File: config.mk
export PLATFORM = sky130hd
export DESIGN_NAME = serial_sub_flat
export DESIGN_NICKNAME = d
export VERILOG_FILES = /design/src/rtl/serial_sub_if.sv /design/src/rtl/serial_sub.sv /design/src/flat_wrapper.sv
export SDC_FILE = /design/constraint.sdc
export NUM_CORES = 1
export LEC_CHECK = 0
export ABC_AREA = 0
export BUFFER_PORTS_ARGS = -buffer_cell sky130_fd_sc_hd__buf_2
export CAP_MARGIN = 40
export CELL_PAD_IN_SITES_DETAIL_PLACEMENT = 2
export CELL_PAD_IN_SITES_GLOBAL_PLACEMENT = 2
export CORE_UTILIZATION = 28
export CTS_CLUSTER_SIZE = 10
export DETAILED_ROUTE_END_ITERATION = 6
export GPL_TIMING_DRIVEN = 0
export PLACE_DENSITY = 0.8
export RECOVER_POWER = 25
export SLEW_MARGIN = 0
export SYNTH_ARGS = -nofsm -noshare
export SYNTH_HDL_FRONTEND = slang
export SYNTH_SLANG_ARGS = --single-unit
File: constraint.sdc
create_clock -name clk -period 1.24 [get_ports clk]
set_input_delay 0.124 -clock clk [delete_from_list [all_inputs] [get_ports clk]]
set_output_delay 0.124 -clock clk [all_outputs]
set_load 0.05 [all_outputs]
File: src/rtl/serial_sub_if.sv
// rtl/serial_sub_if.sv - start/busy/done operand and result bundle for serial_sub; ovf present under SERIAL_SUB_OVF_EN
interface serial_sub_if #(
    parameter int WIDTH = 4
);
    logic             start;
    logic [WIDTH-1:0] a;
    logic [WIDTH-1:0] b;
    logic             b_in;
    logic             busy;
    logic             done;
    logic [WIDTH-1:0] d;
    logic             b_out;
`ifdef SERIAL_SUB_OVF_EN
    logic             ovf;
`endif

    modport master (
        output start, a, b, b_in,
`ifdef SERIAL_SUB_OVF_EN
        input  ovf,
`endif
        input  busy, done, d, b_out
    );

    modport slave (
        input  start, a, b, b_in,
`ifdef SERIAL_SUB_OVF_EN
        output ovf,
`endif
        output busy, done, d, b_out
    );
endinterface

File: src/rtl/serial_sub.sv
// rtl/serial_sub.sv - bit-serial subtractor d = a - b - b_in, LSB first; optional ovf port under SERIAL_SUB_OVF_EN
module serial_sub #(
    parameter int WIDTH = 4
) (
    input logic        clk,
    input logic        rst,
    serial_sub_if.slave bus
);
    localparam int CW = (WIDTH > 1) ? $clog2(WIDTH) : 1;

    typedef enum logic [1:0] {IDLE, RUN, DONE} state_t;

    state_t           state;
    state_t           state_next;
    logic [WIDTH-1:0] a_sh;
    logic [WIDTH-1:0] b_sh;
    logic [WIDTH-1:0] sr;
    logic [WIDTH-1:0] sr_next;
    logic [WIDTH-1:0] d_q;
    logic [CW-1:0]    cnt;
    logic             bor;
    logic             bor_next;
    logic             b_out_q;
    logic             diff;
    logic             accept;
    logic             last;
`ifdef SERIAL_SUB_OVF_EN
    logic             a_msb;
    logic             b_msb;
    logic             ovf_q;
`endif

    // Operands shift right so the active bit is always at index 0.
    always_comb begin
        accept     = 1'b0;
        state_next = state;
        last       = (cnt == CW'(WIDTH - 1));
        diff       = a_sh[0] ^ b_sh[0] ^ bor;
        bor_next   = (~a_sh[0] & b_sh[0]) | (~(a_sh[0] ^ b_sh[0]) & bor);
        sr_next    = sr >> 1;
        sr_next[WIDTH-1] = diff;
        case (state)
            IDLE: begin
                if (bus.start) begin
                    accept     = 1'b1;
                    state_next = RUN;
                end
            end
            RUN: begin
                if (last) begin
                    state_next = DONE;
                end
            end
            DONE: begin
                if (bus.start) begin
                    accept     = 1'b1;
                    state_next = RUN;
                end else begin
                    state_next = IDLE;
                end
            end
            default: state_next = IDLE;
        endcase
    end

    always_ff @(posedge clk) begin
        if (rst) begin
            state   <= IDLE;
            cnt     <= '0;
            bor     <= 1'b0;
            a_sh    <= '0;
            b_sh    <= '0;
            sr      <= '0;
            d_q     <= '0;
            b_out_q <= 1'b0;
`ifdef SERIAL_SUB_OVF_EN
            a_msb   <= 1'b0;
            b_msb   <= 1'b0;
            ovf_q   <= 1'b0;
`endif
        end else begin
            state <= state_next;
            if (accept) begin
                a_sh  <= bus.a;
                b_sh  <= bus.b;
                bor   <= bus.b_in;
                cnt   <= '0;
`ifdef SERIAL_SUB_OVF_EN
                a_msb <= bus.a[WIDTH-1];
                b_msb <= bus.b[WIDTH-1];
`endif
            end else if (state == RUN) begin
                a_sh <= a_sh >> 1;
                b_sh <= b_sh >> 1;
                bor  <= bor_next;
                sr   <= sr_next;
                cnt  <= cnt + CW'(1);
                // Ports only change on the final bit; the shift register stays internal.
                if (last) begin
                    d_q     <= sr_next;
                    b_out_q <= bor_next;
`ifdef SERIAL_SUB_OVF_EN
                    ovf_q   <= (WIDTH > 1) ? ((a_msb ^ b_msb) & (diff ^ a_msb)) : 1'b0;
`endif
                end
            end
        end
    end

    assign bus.busy  = (state == RUN);
    assign bus.done  = (state == DONE);
    assign bus.d     = d_q;
    assign bus.b_out = b_out_q;
`ifdef SERIAL_SUB_OVF_EN
    assign bus.ovf   = ovf_q;
`endif
endmodule

File: src/flat_wrapper.sv
// flat-port wrapper written by rule: the top's interface ports become plain ports
module serial_sub_flat 
#(
    parameter int WIDTH = 4
)
  (clk, rst, bus_start, bus_a, bus_b, bus_b_in, bus_busy, bus_done, bus_d, bus_b_out);
  serial_sub_if #(.WIDTH(WIDTH)) bus_i ();
  input logic clk;
  input logic rst;
  input wire logic [$bits(bus_i.start)-1:0] bus_start;
  input wire logic [$bits(bus_i.a)-1:0] bus_a;
  input wire logic [$bits(bus_i.b)-1:0] bus_b;
  input wire logic [$bits(bus_i.b_in)-1:0] bus_b_in;
  output wire logic [$bits(bus_i.busy)-1:0] bus_busy;
  output wire logic [$bits(bus_i.done)-1:0] bus_done;
  output wire logic [$bits(bus_i.d)-1:0] bus_d;
  output wire logic [$bits(bus_i.b_out)-1:0] bus_b_out;
  assign bus_i.start = bus_start;
  assign bus_i.a = bus_a;
  assign bus_i.b = bus_b;
  assign bus_i.b_in = bus_b_in;
  assign bus_busy = bus_i.busy;
  assign bus_done = bus_i.done;
  assign bus_d = bus_i.d;
  assign bus_b_out = bus_i.b_out;
  serial_sub #(.WIDTH(WIDTH)) u_core (.clk(clk), .rst(rst), .bus(bus_i));
endmodule
==> flow_metrics.tcl <==
set metrics [dict create \
    status "finished with violations" \
    violations "design-rule violations, negative setup slack" \
    synth_top_area_cell "dfxtp_1" \
    rsz0062_at_grt "yes" \
    async_flop_share 0 \
    clock_path_buffers 2 \
    dieHeight_um 58.1 \
    fmax_mhz 805 \
    critPathRequiredTime_ns 1.12 \
    antenna_found_initial 0 \
    drt-total-wl_mm 2.59 \
    ant_nets 0 \
    drv_slew 0 \
    grtUsageTotal 0.169 \
    start_util 0.306 \
    cp_data_arrival_time_ns 1.12 \
    yosysMostFrequentCell "dfxtp_1" \
    detailed_place_hpwl_mm 1.63 \
    yosysTopAreaCellShare 0.478 \
    cp-end-kind "primary output" \
    grt_pass1_vias 858 \
    drt_iter0_drc 19 \
    avgSynthCellArea_sq_um 9.16 \
    clk_latency_ns 0.31 \
    grt_pass1_wl_mm 4.18 \
    cts-buffers-inserted 3 \
    p_leak_uw 0.000427 \
    ys_types 25 \
    finalHoldViolCount 0 \
    tightest_slew_ns 0.544 \
    synthCells 96 \
    vias 790 \
    overflow 0 \
    yosys_warnings 0 \
    htreeDepth 1 \
    skew_ns 0.00651 \
    design.die.area_sq_um 3370 \
    slew_headroom 0.637 \
    synth_seq_area_share 0.478 \
    ctsRootBufferMaster "clkbuf_4" \
    ioPinCount 19 \
    grt_max_degree 13 \
    syn_nets 110 \
    tns_ns -0.00265 \
    antenna_cells 0 \
    syn_area_sq_um 880 \
    start_kind "register" \
    layout.nets 135 \
    synth-edff-count 0 \
    ys_ff_latch 21 \
    pre_cts_slack_ns -0.184 \
    drc_errors 2 \
    cts_tree "built" \
    gp_congestion 0.661 \
    drt_pass1_iterations 6 \
    postLayoutSetupSlackWorst_ns -0.00265 \
    synth_area_leaders "dfxtp_1 48%, a21oi_1 9.7%, nand3_1 7.4%, a22oi_1 5.1%, nand2_1 5.1%" \
    rows 19 \
    power_density_nw_per_um2 1150 \
    worstPathMaxFanout 2 \
    finalCriticalPeriod_ns 1.24 \
    clk_pin_slew_ns 0.13 \
    via_per_inst 4.88 \
    synthFlopType "dfxtp_1" \
    holdWs_ns 0.0582 \
    maxCapViolations 0 \
    hp-class "input pin to register" \
    fin_crit_sh 1.00 \
    core_region_area_sq_um 2880 \
    io_buffers 18 \
    power_uw 1310 \
    setup_violations 1 \
    crit_type "register to primary output" \
    wl_per_cell_um 16.0 \
    cts.sinks 21 \
    synthToLayoutAreaGrowth_pct 30.0 \
    fp.dieW_um 58.1 \
    fillCellCount 322 \
    ir_worst_vdd_mv 0.407 \
    layout-drive-gt1-share 0.392 \
    synth.cells.most_frequent "21 x dfxtp_1, 17 x a21oi_1, 13 x nand3_1" \
]
-- routing by layer --
layer  up-vias  global-route usage  wire [um]
met5         -                   0          0
met4         0              0.0510         19
met3         2              0.0268         82
met2        16               0.312       1400
met1       392               0.198       1080
li1        380                   -          -
-- report_power, final --
group          switching [uW]  internal, uW
combinational             131           103
sequential               23.9           706
clock                     226           120
total                     381           929
-- state kept, by name (all words and copies together), names as in the netlist --
signal	cells
u_core.a_sh	4
u_core.state	2
u_core.sr	3
u_core.cnt	2
u_core.bor	1
u_core.bus.b_out	1
u_core.bus.d	4
u_core.b_sh	4
-- path summary, 6_finish.rpt --
check                                from                      endpoint  slack (ns)  depth (start not counted)
max          u_core.state[1]$_SDFFE_PP0P_                      bus_done      -0.003                          3
min                              bus_b[3]   u_core.b_sh[3]$_SDFFE_PP0P_        0.06                          3
max reg2reg       u_core.bor$_SDFFE_PP0P_  u_core.bus.d[3]$_SDFFE_PP0P_        0.02                          4
min reg2reg  u_core.bus.d[1]$_SDFFE_PP0P_  u_core.bus.d[1]$_SDFFE_PP0P_        0.46                          2
-- worst max-delay path, cell delays in order, from the launching register on --
cell and delay [ns]:
dfxtp_2 0.35, buf_4 0.13, and2b_1 0.17, buf_6 0.16
-- stage by stage --
stage                      util  instance area (sq um)  instances
final                     0.398                   1140        162
after global routing      0.398                   1140        162
after CTS                 0.390                   1120        164
after detailed placement  0.355                   1020        156
after global placement    0.355                   1020        156
after floorplan               -                    880         96
-- final cells by class --
cell class | count | area (sq um) | share of cell area
Buffer | 5 | 31.3 | 0.0274
Timing Repair Buffer | 23 | 155 | 0.136
Sequential cell | 21 | 429 | 0.375
Multi-Input combinational cell | 64 | 429 | 0.375
Clock buffer | 3 | 22.5 | 0.0197
Clock inverter | 1 | 5.00 | 0.00438
Inverter | 3 | 18.8 | 0.0164
Tap cell | 42 | 52.6 | 0.0460
-- placed cells by master (no fill, tap or decap), drive strengths merged --
cell / n
clkbuf: 11
nand3: 13
fa: 1
a311oi: 1
nor2: 2
mux2i: 1
buf: 19
nand2b: 2
a22oi: 6
clkinv: 1
nand2: 12
dlygate4sd3: 1
ha: 1
dfxtp: 21
and2b: 2
xnor2: 1
o21a: 1
a21oi: 17
a2bb2oi: 1
nor3: 2
inv: 3
nand3b: 1
-- logic make-up (layout without fill, tap and decap cells) --
| family | after synthesis | count (layout) | synth area share |
|---|---|---|---|
| and+or+nand+nor | 34 | 34 | 0.191 |
| AOI/OAI and AO/OA | 26 | 26 | 0.183 |
| DFF | 21 | 21 | 0.478 |
| buffers and inverters | 11 | 35 | 0.0896 |
| adders and majority gates | 2 | 2 | 0.0370 |
| xor gates and xnor gates | 1 | 1 | 0.00996 |
| muxes | 1 | 1 | 0.0114 |
-- what timing repair did --
action | 4_1_cts | 5_1_grt
pin swaps | 0 | 2
setup buffers | 4 | 0
setup endpoints to repair | 8 | 20
hold endpoints to repair | 1 | 0
hold buffers | 1 | 0
resized for setup | 11 | 15
(Power assumes the default switching activity.)
